[config.mk]
export PLATFORM = sky130hd
export DESIGN_NAME = la_stream_bridge_flat
export DESIGN_NICKNAME = d
export VERILOG_FILES = /design/src/rtl/la_stream_bridge_if.sv /design/src/rtl/la_stream_bridge.sv /design/src/flat_wrapper.sv
export SDC_FILE = /design/constraint.sdc
export NUM_CORES = 1
export LEC_CHECK = 0
export ABC_AREA = 0
export BUFFER_PORTS_ARGS = -buffer_cell sky130_fd_sc_hd__buf_2
export CORE_ASPECT_RATIO = 0.9
export CORE_UTILIZATION = 45
export DETAILED_ROUTE_END_ITERATION = 10
export GPL_TIMING_DRIVEN = 0
export PLACE_DENSITY = 0.66
export RECOVER_POWER = 100
export SYNTH_ARGS = -nofsm -noshare
export SYNTH_HDL_FRONTEND = slang
export SYNTH_SLANG_ARGS = --single-unit
export TNS_END_PERCENT = 10
[constraint.sdc]
create_clock -name wb_clk_i -period 3.2 [get_ports wb_clk_i]
set_clock_uncertainty 0.1 [all_clocks]
set_input_delay 0.64 -clock wb_clk_i [delete_from_list [all_inputs] [get_ports wb_clk_i]]
set_output_delay 0.64 -clock wb_clk_i [all_outputs]
set_load 0.03 [all_outputs]
[src/rtl/la_stream_bridge_if.sv]
// -----------------------------------------------------------------------------
// la_stream_bridge_if
// Purpose : valid/ready word stream used on both sides of la_stream_bridge.
// Signals : data  [W-1:0] payload word
//           valid          producer has a word on data
//           ready          consumer takes the word when valid is also high
// Modports: master = producer (drives data/valid), slave = consumer (drives ready)
// -----------------------------------------------------------------------------
interface la_stream_bridge_if #(
  parameter int W = 8
);
  logic [W-1:0] data;
  logic         valid;
  logic         ready;

  modport master (output data, output valid, input ready);
  modport slave  (input data, input valid, output ready);
endinterface

[src/rtl/la_stream_bridge.sv]
// -----------------------------------------------------------------------------
// la_stream_bridge
// Purpose : bridges the caravel logic-analyzer pins to the decoder core.
//           Host -> core: toggle-strobed words go into a DEPTH-entry
//           first-word-fall-through FIFO that drives the bs stream.
//           Core -> host: pix stream words are captured into a single holding
//           register, announced by toggling host_rd_ack_o and released when
//           the host toggles host_rd_tog_i.
// Ports   : wb_clk_i, reset_n (async, active low)
//           host_data_i / host_wr_tog_i  - host word + push toggle
//           host_flush_i                 - level, empties FIFO, clears overflow
//           host_rd_tog_i                - host release toggle for held word
//           host_rd_data_o / host_rd_ack_o - held word + capture toggle
//           fifo_level_o, fifo_full_o, fifo_empty_o, overflow_o - FIFO status
//           word_cnt_o                   - accepted-push counter
//           bs  (master)                 - bitstream stream to the core
//           pix (slave)                  - pixel/status stream from the core
// Options : define LA_BRIDGE_WORD_CNT_EN to build the 16-bit accepted-word
//           counter; otherwise word_cnt_o is tied to zero.
// -----------------------------------------------------------------------------
module la_stream_bridge #(
  parameter int DATA_W = 16,
  parameter int OUT_W  = 8,
  parameter int DEPTH  = 8
) (
  input  logic                    wb_clk_i,
  input  logic                    reset_n,
  input  logic [DATA_W-1:0]       host_data_i,
  input  logic                    host_wr_tog_i,
  input  logic                    host_flush_i,
  input  logic                    host_rd_tog_i,
  output logic [OUT_W-1:0]        host_rd_data_o,
  output logic                    host_rd_ack_o,
  output logic [$clog2(DEPTH):0]  fifo_level_o,
  output logic                    fifo_full_o,
  output logic                    fifo_empty_o,
  output logic                    overflow_o,
  output logic [15:0]             word_cnt_o,
  la_stream_bridge_if.master      bs,
  la_stream_bridge_if.slave       pix
);

  localparam int PTR_W = $clog2(DEPTH);
  localparam int LVL_W = PTR_W + 1;
  localparam logic [LVL_W-1:0] LVL_FULL = LVL_W'(DEPTH);

  localparam logic [0:0] ST_EMPTY = 1'b0;
  localparam logic [0:0] ST_HELD  = 1'b1;

  // armed_q stays low for the first clock after reset so the toggle shadows
  // can pick up the live input levels without firing a push or release.
  logic              armed_q, armed_d;
  logic              wr_tog_q, wr_tog_d;
  logic              rd_tog_q, rd_tog_d;
  logic [PTR_W-1:0]  wr_ptr_q, wr_ptr_d;
  logic [PTR_W-1:0]  rd_ptr_q, rd_ptr_d;
  logic [LVL_W-1:0]  level_q, level_d;
  logic              overflow_q, overflow_d;
  logic [DATA_W-1:0] mem_q [DEPTH];
  logic [DATA_W-1:0] mem_d [DEPTH];
  logic [0:0]        state_q, state_d;
  logic [OUT_W-1:0]  rd_data_q, rd_data_d;
  logic              ack_q, ack_d;

  logic push_req_s, rd_rel_s, pop_s, accept_s, full_s, empty_s;

  assign full_s     = (level_q == LVL_FULL);
  assign empty_s    = (level_q == {LVL_W{1'b0}});
  assign push_req_s = armed_q & (host_wr_tog_i ^ wr_tog_q);
  assign rd_rel_s   = armed_q & (host_rd_tog_i ^ rd_tog_q);

  assign bs.valid   = ~empty_s & ~host_flush_i;
  assign bs.data    = mem_q[rd_ptr_q];
  assign pop_s      = bs.valid & bs.ready;
  // A full FIFO still takes a push when the head leaves in the same cycle.
  assign accept_s   = push_req_s & ~host_flush_i & (~full_s | pop_s);

  assign pix.ready      = (state_q == ST_EMPTY);
  assign host_rd_data_o = rd_data_q;
  assign host_rd_ack_o  = ack_q;
  assign fifo_level_o   = level_q;
  assign fifo_full_o    = full_s;
  assign fifo_empty_o   = empty_s;
  assign overflow_o     = overflow_q;

  // Toggle shadows track their inputs every cycle, including during flush.
  always_comb begin
    armed_d  = 1'b1;
    wr_tog_d = host_wr_tog_i;
    rd_tog_d = host_rd_tog_i;
  end

  // FIFO pointers, occupancy, storage and sticky overflow.
  always_comb begin
    wr_ptr_d   = wr_ptr_q;
    rd_ptr_d   = rd_ptr_q;
    level_d    = level_q;
    overflow_d = overflow_q;
    mem_d      = mem_q;
    if (host_flush_i) begin
      wr_ptr_d   = {PTR_W{1'b0}};
      rd_ptr_d   = {PTR_W{1'b0}};
      level_d    = {LVL_W{1'b0}};
      overflow_d = 1'b0;
    end else begin
      if (accept_s) begin
        mem_d[wr_ptr_q] = host_data_i;
        wr_ptr_d        = wr_ptr_q + PTR_W'(1);
      end else begin
        wr_ptr_d = wr_ptr_q;
      end
      if (pop_s) begin
        rd_ptr_d = rd_ptr_q + PTR_W'(1);
      end else begin
        rd_ptr_d = rd_ptr_q;
      end
      case ({accept_s, pop_s})
        2'b10:   level_d = level_q + LVL_W'(1);
        2'b01:   level_d = level_q - LVL_W'(1);
        default: level_d = level_q;
      endcase
      if (push_req_s && !accept_s) begin
        overflow_d = 1'b1;
      end else begin
        overflow_d = overflow_q;
      end
    end
  end

  // Capture FSM: one held word, released by the host read toggle.
  always_comb begin
    state_d   = state_q;
    rd_data_d = rd_data_q;
    ack_d     = ack_q;
    case (state_q)
      ST_EMPTY: begin
        if (pix.valid) begin
          rd_data_d = pix.data;
          ack_d     = ~ack_q;
          state_d   = ST_HELD;
        end else begin
          state_d = ST_EMPTY;
        end
      end
      ST_HELD: begin
        if (rd_rel_s) begin
          state_d = ST_EMPTY;
        end else begin
          state_d = ST_HELD;
        end
      end
      default: state_d = ST_EMPTY;
    endcase
  end

  // State registers; reset discards FIFO contents and any held word.
  always_ff @(posedge wb_clk_i or negedge reset_n) begin
    if (!reset_n) begin
      armed_q    <= 1'b0;
      wr_tog_q   <= 1'b0;
      rd_tog_q   <= 1'b0;
      wr_ptr_q   <= {PTR_W{1'b0}};
      rd_ptr_q   <= {PTR_W{1'b0}};
      level_q    <= {LVL_W{1'b0}};
      overflow_q <= 1'b0;
      for (int i = 0; i < DEPTH; i++) begin
        mem_q[i] <= {DATA_W{1'b0}};
      end
      state_q    <= ST_EMPTY;
      rd_data_q  <= {OUT_W{1'b0}};
      ack_q      <= 1'b0;
    end else begin
      armed_q    <= armed_d;
      wr_tog_q   <= wr_tog_d;
      rd_tog_q   <= rd_tog_d;
      wr_ptr_q   <= wr_ptr_d;
      rd_ptr_q   <= rd_ptr_d;
      level_q    <= level_d;
      overflow_q <= overflow_d;
      mem_q      <= mem_d;
      state_q    <= state_d;
      rd_data_q  <= rd_data_d;
      ack_q      <= ack_d;
    end
  end

`ifdef LA_BRIDGE_WORD_CNT_EN
  logic [15:0] word_cnt_q, word_cnt_d;

  // Accepted-push counter; wraps naturally, only reset clears it.
  always_comb begin
    word_cnt_d = word_cnt_q;
    if (accept_s) begin
      word_cnt_d = word_cnt_q + 16'd1;
    end else begin
      word_cnt_d = word_cnt_q;
    end
  end

  // Counter register.
  always_ff @(posedge wb_clk_i or negedge reset_n) begin
    if (!reset_n) begin
      word_cnt_q <= 16'd0;
    end else begin
      word_cnt_q <= word_cnt_d;
    end
  end

  assign word_cnt_o = word_cnt_q;
`else
  assign word_cnt_o = 16'd0;
`endif

endmodule

[src/flat_wrapper.sv]
// flat-port wrapper written by rule: the top's interface ports become plain ports
module la_stream_bridge_flat 
#(
  parameter int DATA_W = 16,
  parameter int OUT_W  = 8,
  parameter int DEPTH  = 8
)
  (wb_clk_i, reset_n, host_data_i, host_wr_tog_i, host_flush_i, host_rd_tog_i, host_rd_data_o, host_rd_ack_o, fifo_level_o, fifo_full_o, fifo_empty_o, overflow_o, word_cnt_o, bs_data, bs_valid, bs_ready, pix_data, pix_valid, pix_ready);
  la_stream_bridge_if #(.W(16)) bs_i ();
  la_stream_bridge_if #(.W(8)) pix_i ();
  input  logic wb_clk_i;
  input  logic reset_n;
  input  logic [DATA_W-1:0] host_data_i;
  input  logic host_wr_tog_i;
  input  logic host_flush_i;
  input  logic host_rd_tog_i;
  output logic [OUT_W-1:0] host_rd_data_o;
  output logic host_rd_ack_o;
  output logic [$clog2(DEPTH):0] fifo_level_o;
  output logic fifo_full_o;
  output logic fifo_empty_o;
  output logic overflow_o;
  output logic [15:0] word_cnt_o;
  output wire logic [$bits(bs_i.data)-1:0] bs_data;
  output wire logic [$bits(bs_i.valid)-1:0] bs_valid;
  input wire logic [$bits(bs_i.ready)-1:0] bs_ready;
  input wire logic [$bits(pix_i.data)-1:0] pix_data;
  input wire logic [$bits(pix_i.valid)-1:0] pix_valid;
  output wire logic [$bits(pix_i.ready)-1:0] pix_ready;
  assign bs_data = bs_i.data;
  assign bs_valid = bs_i.valid;
  assign bs_i.ready = bs_ready;
  assign pix_i.data = pix_data;
  assign pix_i.valid = pix_valid;
  assign pix_ready = pix_i.ready;
  la_stream_bridge #(.DATA_W(DATA_W), .OUT_W(OUT_W), .DEPTH(DEPTH)) u_core (.wb_clk_i(wb_clk_i), .reset_n(reset_n), .host_data_i(host_data_i), .host_wr_tog_i(host_wr_tog_i), .host_flush_i(host_flush_i), .host_rd_tog_i(host_rd_tog_i), .host_rd_data_o(host_rd_data_o), .host_rd_ack_o(host_rd_ack_o), .fifo_level_o(fifo_level_o), .fifo_full_o(fifo_full_o), .fifo_empty_o(fifo_empty_o), .overflow_o(overflow_o), .word_cnt_o(word_cnt_o), .bs(bs_i), .pix(pix_i));
endmodule
=== Word level (Yosys, flattened, before mapping) ===
Cells that the tools add are included.

* Bitwise gates (word level): 16
* $lt $le $gt $ge: 3
* Mux-type cells: 17
* Eq/ne operators: 3
* Reduce and logical (&&, ||, !) cells: 10
* Add/subtract/negate cells: 4

{| class="wikitable"
|+ Operators with widths
! cell !! count
|-
| 128-bit bitwise mux || 1
|-
| 16-bit binary-select mux with 3-bit select || 1
|-
| 16-bit demux with 3-bit select || 1
|-
| 16-bit 2-to-1 mux || 3
|-
| 3-bit 2-to-1 mux || 4
|-
| 4-bit >= comparator (second input constant) || 2
|-
| 3-bit NOT with 4-bit output || 2
|-
| 4-bit one-hot mux with 2 select lines || 1
|-
| 3-bit by 1-bit adder with 3-bit output (second input constant) || 2
|-
| 1-bit AND || 6
|-
| 2-bit nonzero test || 3
|-
| 1-bit NOT || 5
|-
| 4-bit by 1-bit adder with 4-bit output (second input constant) || 1
|-
| 4-bit equality test (second input constant) || 1
|-
| 4-bit zero test || 1
|-
| 4-bit by 1-bit < comparator with 1-bit output (second input constant) || 1
|-
| 1-bit 2-to-1 mux || 4
|-
| 4-bit 2-to-1 mux || 1
|-
| 2-bit AND reduction || 2
|-
| 4-bit by 1-bit subtractor with 4-bit output (second input constant) || 1
|-
| 3-bit nonzero test || 1
|-
| 2-bit by 1-bit equality test with 1-bit output (second input constant) || 1
|-
| 2-bit equality test (second input constant) || 1
|-
| 1-bit logical AND || 2
|-
| other kinds (4) || 5
|}

* Flip-flop bits (word level): 152
* Logic and storage cells: 71
* Bits of input ports: 31

=== Depth between registers and ports, before layout ===
* Depth after elaboration: 10
* Depth in mapped cells: 10
* Gate-level depth less buffers: 10

=== Worst setup path before layout ===
OpenSTA, ideal clock, no wires.

* Kind: register -> register
* Start: reg u_core.level_q[0] (netlist: u_core.fifo_level_o[0])
* End: reg u_core.level_q[2] (netlist: u_core.fifo_level_o[2])
* Arrival: 2.870 ns
* Setup time: 0.150 ns
* Cell stages (with the launch flop): 11
* Buffers on the path: 0
* Slack: 0.080 ns
* Cell sequence: dfrtp_1 -> nor4_2 -> nor3_1 -> nand2_1 -> inv_1 -> fa_1 -> xnor2_1 -> nor2_1 -> mux2_2 -> nand2_1 -> o311ai_0

* Cells in the longest elaborated chain, start to end: 9

{| class="wikitable"
|+ Ends and longest elaborated chain
! what !! line !! RTL
|-
| start, declared || la_stream_bridge.sv:57 || <nowiki>logic [LVL_W-1:0] level_q, level_d;</nowiki>
|-
| start signal, assigned || la_stream_bridge.sv:164 || <nowiki>level_q <= {LVL_W{1'b0}};</nowiki>
|-
| start signal, assigned || la_stream_bridge.sv:178 || <nowiki>level_q <= level_d;</nowiki>
|-
| 4-bit zero test * || la_stream_bridge.sv:68 || <nowiki>assign empty_s = (level_q == {LVL_W{1'b0}});</nowiki>
|-
| net fifo_empty_o || flat_wrapper.sv:21 || <nowiki>output logic fifo_empty_o;</nowiki>
|-
| 1-bit NOT * || la_stream_bridge.sv:72 || <nowiki>assign bs.valid = ~empty_s & ~host_flush_i;</nowiki>
|-
| 1-bit AND * || la_stream_bridge.sv:72 ||
|-
| 1-bit AND * || la_stream_bridge.sv:74 || <nowiki>assign pop_s = bs.valid & bs.ready;</nowiki>
|-
| 1-bit OR || la_stream_bridge.sv:76 || <nowiki>assign accept_s = push_req_s & ~host_flush_i & (~full_s | pop_s);</nowiki>
|-
| 1-bit AND || la_stream_bridge.sv:76 ||
|-
| 2-bit by 1-bit equality test with 1-bit output or 2-bit equality test (tied branches) || la_stream_bridge.sv:117 || <nowiki>case ({accept_s, pop_s})</nowiki>
|-
| 4-bit one-hot mux with 2 select lines || la_stream_bridge.sv:117 ||
|-
| 4-bit 2-to-1 mux || la_stream_bridge.sv:100 || <nowiki>if (host_flush_i) begin</nowiki>
|}

The timed path passes the listed nets; every way through them passes the cells marked *.
A chain may end at the register's enable or synchronous reset.

=== Final worst setup path ===
* Start: reg u_core.rd_ptr_q[1]
* End: out bs_data[2]

* Cells in the longest elaborated chain, start to end: 4

{| class="wikitable"
|+ Ends and longest elaborated chain
! what !! line !! RTL
|-
| start, declared || la_stream_bridge.sv:56 || <nowiki>logic [PTR_W-1:0] rd_ptr_q, rd_ptr_d;</nowiki>
|-
| start signal, assigned || la_stream_bridge.sv:163 || <nowiki>rd_ptr_q <= {PTR_W{1'b0}};</nowiki>
|-
| start signal, assigned || la_stream_bridge.sv:177 || <nowiki>rd_ptr_q <= rd_ptr_d;</nowiki>
|-
| 3-bit NOT with 4-bit output (not written as such) || la_stream_bridge.sv:73 || <nowiki>assign bs.data = mem_q[rd_ptr_q];</nowiki>
|-
| 16-bit binary-select mux with 3-bit select || la_stream_bridge.sv:73 ||
|-
| 16-bit 2-to-1 mux (not written as such) (2 in series) || la_stream_bridge.sv:73 ||
|-
| end, declared || flat_wrapper.sv:24 || <nowiki>output wire logic [$bits(bs_i.data)-1:0] bs_data;</nowiki>
|}

No other way between the ends. The select of a mux whose other input is x is not followed.

==> Implementation_results.wiki <==
{| class="wikitable"
! Metric !! Value
|-
| Post-CTS Repair Setup Buffers || 0
|-
| Post-synth EDFFs || 0
|-
| Number of failing setup endpoints in the final timing report || 0
|-
| Pre-CTS setup slack || 0.0158 ns
|-
| Ys flop type || sky130_fd_sc_hd__dfrtp_1
|-
| Capture endpoint of the worst hold path || u_core.rd_tog_q
|-
| 1st-pass router iterations || 4
|-
| Initial Utilization || 0.463
|-
| Share of the yosys chip area belonging to registers || 0.528
|-
| Area added between synthesis and finish || 15.0%
|-
| Worst hold stages || 1
|-
| Area inside the core boundary || 15500 um2
|-
| Failing checks || max-capacitance violations, max-slew violations
|-
| VDD IR max || 0.406 mV
|-
| Worst reg2reg setup slack || 0.16 ns
|-
| Number of design-rule violations left by the first detailed-router iteration || 143
|-
| Vias after detailed routing || 4179
|-
| # diodes || 0
|-
| Post-DR wirelength/cell || 19.3 um
|-
| Num ports || 81
|-
| Initial antenna violation count || 0
|-
| Reg area || 3800 um2
|-
| CP endpoint kind || output pin
|-
| Fraction of the cycle the final worst path needs || 0.972
|-
| Required time at the worst-slack endpoint || 2.46 ns
|-
| Num Clock Sinks || 152
|-
| Wirelength, routed || 14.9 mm
|-
| CTS max path bufs || 2
|-
| Sum of overflow across all layers after global routing || 0
|-
| Vias in the first global route || 4408
|-
| Launch point of the worst hold path || host_rd_tog_i
|-
| Number of warnings issued by yosys || 0
|-
| Number of buffers created by CTS || 17
|-
| Horizontal die dimension || 135 um
|-
| Total Die Area || 16500 um2
|-
| Fill count || 1380
|-
| Clock tree from TritonCTS || built
|-
| Start-to-end type of the worst setup path || flip-flop to output pin
|-
| Reg2reg start || u_core.fifo_level_o[0]
|-
| Worst slew margin || -0.00847
|-
| Worst EP arrival || 2.37 ns
|-
| Net count of the finished layout || 594
|-
| Fmax || 321 MHz
|-
| Wire length of the first global-routing pass || 24.5 mm
|-
| Transition at the pin with the smallest max-transition slack || 1.51 ns
|-
| Period minus WS final || 3.11 ns
|-
| Die Ht || 122 um
|-
| Drc violations || 0
|-
| Average cell area after synthesis || 15.7 um2
|-
| Multi-input gate area || 3020 um2
|-
| End of the worst register-to-register path || u_core.mem_q[109]
|-
| Crit path launch type || flip-flop
|-
| CP max FO || 10
|-
| DPL Wire Length || 9.84 mm
|-
| Cell count after synthesis || 459
|-
| Max Transition Viols Final || 57
|-
| Avg Vias per Cell || 5.41
|-
| Status || finished with violations
|-
| Final antenna-violating net count || 0
|-
| Layout cell share with drive strength beyond 1 || 0.428
|-
| Netlist Area Pre-Place || 7210 um2
|-
| Leakage power of the design || 4.00 nW
|-
| Type of the most critical hold path || primary input to flip-flop
|-
| Number of gates resized after cts || 9
|-
| Sum Neg Setup Slack || 0 ns
|-
| Count of unique library cells instantiated by Yosys || 40
|-
| Clk_lat worst skew || 0.42 ns
|-
| CTS root buf || sky130_fd_sc_hd__clkbuf_16
|-
| Setup ws final || 0.0880 ns
|-
| Total of max-cap violations || 1
|-
| Worst-case reg-to-reg path depth || 6
|-
| Reg clk slew, reported paths || 0.06 ns
|-
| IO Port Bufs || 64
|-
| Pwr dens || 657 nW/um2
|-
| Share of flip-flops with an asynchronous set or reset || 1.00
|-
| Number of register bits inferred by synthesis || 152
|-
| Hold buffer count at cts || 0
|-
| Number of failing hold endpoints at the final stage || 0
|-
| Largest net degree at the start of global routing || 97
|-
| Maximum level of the CTS H-tree || 4
|-
| Global Route Usage Sum || 0.201
|-
| Row cnt || 43
|-
| GPL Wtd Cong || 0.792
|}
-- cells by family after synthesis --
group | synth area share
compound gates | 0.0153
xor+xnor | 0.00729
fa+ha+maj | 0.00972
buf+inv | 0.0427
flops | 0.528
mux | 0.359
other cells | 0.00104
simple gates | 0.0373
-- final cells by class --
cell class / instances / area share
Timing Repair Buffer: 65 / 0.0389
Sequential cell: 152 / 0.459
Tap cell: 202 / 0.0305
Buffer: 41 / 0.0337
Clock inverter: 11 / 0.0149
Inverter: 8 / 0.00362
Multi-Input combinational cell: 273 / 0.364
Clock buffer: 20 / 0.0551
-- synthesized netlist by cell type, types with 2 or more instances --
cell type / instances / area [um2]
sky130_fd_sc_hd__dfrtp_1: 152 / 3800
sky130_fd_sc_hd__mux2_2: 93 / 1050
sky130_fd_sc_hd__mux4_2: 33 / 743
sky130_fd_sc_hd__mux2_1: 31 / 349
sky130_fd_sc_hd__mux2_4: 29 / 435
sky130_fd_sc_hd__buf_4: 19 / 143
sky130_fd_sc_hd__nand2_1: 10 / 37.5
sky130_fd_sc_hd__o21ai_0: 10 / 50.1
sky130_fd_sc_hd__clkbuf_1: 8 / 30.0
sky130_fd_sc_hd__inv_1: 7 / 26.3
sky130_fd_sc_hd__nor2_1: 7 / 26.3
sky130_fd_sc_hd__buf_2: 6 / 30.0
sky130_fd_sc_hd__buf_6: 6 / 67.6
sky130_fd_sc_hd__nand3_1: 6 / 30.0
sky130_fd_sc_hd__xor2_1: 5 / 43.8
sky130_fd_sc_hd__ha_1: 4 / 50.1
sky130_fd_sc_hd__a21oi_1: 3 / 15.0
sky130_fd_sc_hd__or4_1: 3 / 22.5
sky130_fd_sc_hd__a21o_1: 2 / 15.0
sky130_fd_sc_hd__buf_1: 2 / 7.51
sky130_fd_sc_hd__conb_1: 2 / 7.51
sky130_fd_sc_hd__nor3_1: 2 / 10.0
sky130_fd_sc_hd__or3_1: 2 / 12.5
-- layer usage --
layer | track usage | vias to the layer above | wire length [um]
li1 | - | 1857 | -
met1 | 0.281 | 2207 | 6940
met2 | 0.318 | 100 | 7210
met3 | 0.0383 | 15 | 569
met4 | 0.0618 | 0 | 179
met5 | 0 | - | 0
-- cell usage in the layout, fill, tap and decap left out, types with 4 or more instances in the layout --
master                      instances
sky130_fd_sc_hd__dfrtp_1          152
sky130_fd_sc_hd__mux2_2            93
sky130_fd_sc_hd__mux2_1            57
sky130_fd_sc_hd__mux4_2            33
sky130_fd_sc_hd__clkbuf_1          28
sky130_fd_sc_hd__buf_2             28
sky130_fd_sc_hd__clkbuf_2          23
sky130_fd_sc_hd__conb_1            17
sky130_fd_sc_hd__clkbuf_16         17
sky130_fd_sc_hd__buf_4             16
sky130_fd_sc_hd__nand2_1           10
sky130_fd_sc_hd__o21ai_0           10
sky130_fd_sc_hd__nor2_1             8
sky130_fd_sc_hd__inv_1              7
sky130_fd_sc_hd__nand3_1            6
sky130_fd_sc_hd__clkbuf_4           5
sky130_fd_sc_hd__buf_6              5
sky130_fd_sc_hd__xor2_1             5
sky130_fd_sc_hd__ha_1               4
-- state kept, by name, indices dropped and copies added, names as in the netlist --
signal	count
u_core.state_q	1
u_core.overflow_o	1
u_core.mem_q	128
u_core.rd_tog_q	1
u_core.armed_q	1
u_core.host_rd_data_o	8
u_core.rd_ptr_q	3
u_core.host_rd_ack_o	1
u_core.fifo_level_o	4
u_core.wr_ptr_q	3
u_core.wr_tog_q	1
-- worst max-delay path by stage --
stage	start	to	slack [ns]
final	u_core.rd_ptr_q[1]	bs_data[2]	0.09
after global routing	u_core.rd_ptr_q[1]	bs_data[4]	-0.02
after CTS	u_core.rd_ptr_q[0]	bs_data[1]	-0.0003
after detailed placement	u_core.rd_ptr_q[0]	bs_data[2]	0.02
after global placement	reset_n	u_core.mem_q[81]	-0.69
after floorplan	u_core.fifo_level_o[0]	u_core.fifo_level_o[2]	0.08
-- stage by stage --
stage          instance area, um2  total power, W  std cells  hold slack, ns  utilization
5_1_grt                      8290         0.00569        772           0.243        0.533
2_1_floorplan                7260         0.00317        474           0.244            -
6_report                     8290         0.00544        772           0.258        0.533
3_3_place_gp                 7840         0.00348        740           0.351        0.504
3_5_place_dp                 7870         0.00353        741           0.372        0.506
4_1_cts                      8470         0.00551        772          0.0988        0.545
-- critical path: stages (launching register included) --
cell                       delay [ns]
sky130_fd_sc_hd__dfrtp_1         0.36
sky130_fd_sc_hd__clkbuf_1        0.37
sky130_fd_sc_hd__clkbuf_4        0.38
sky130_fd_sc_hd__mux4_2          0.36
sky130_fd_sc_hd__mux2_2          0.30
sky130_fd_sc_hd__clkbuf_2        0.19
-- power breakdown --
part,internal (W),switching [W],total [W]
sequential,0.00216,0.000131,0.00229
clock,0.00119,0.000788,0.00197
combinational,0.000511,0.000666,0.00118
total,0.00386,0.00158,0.00544
Power figures use the tool's default switching activity.
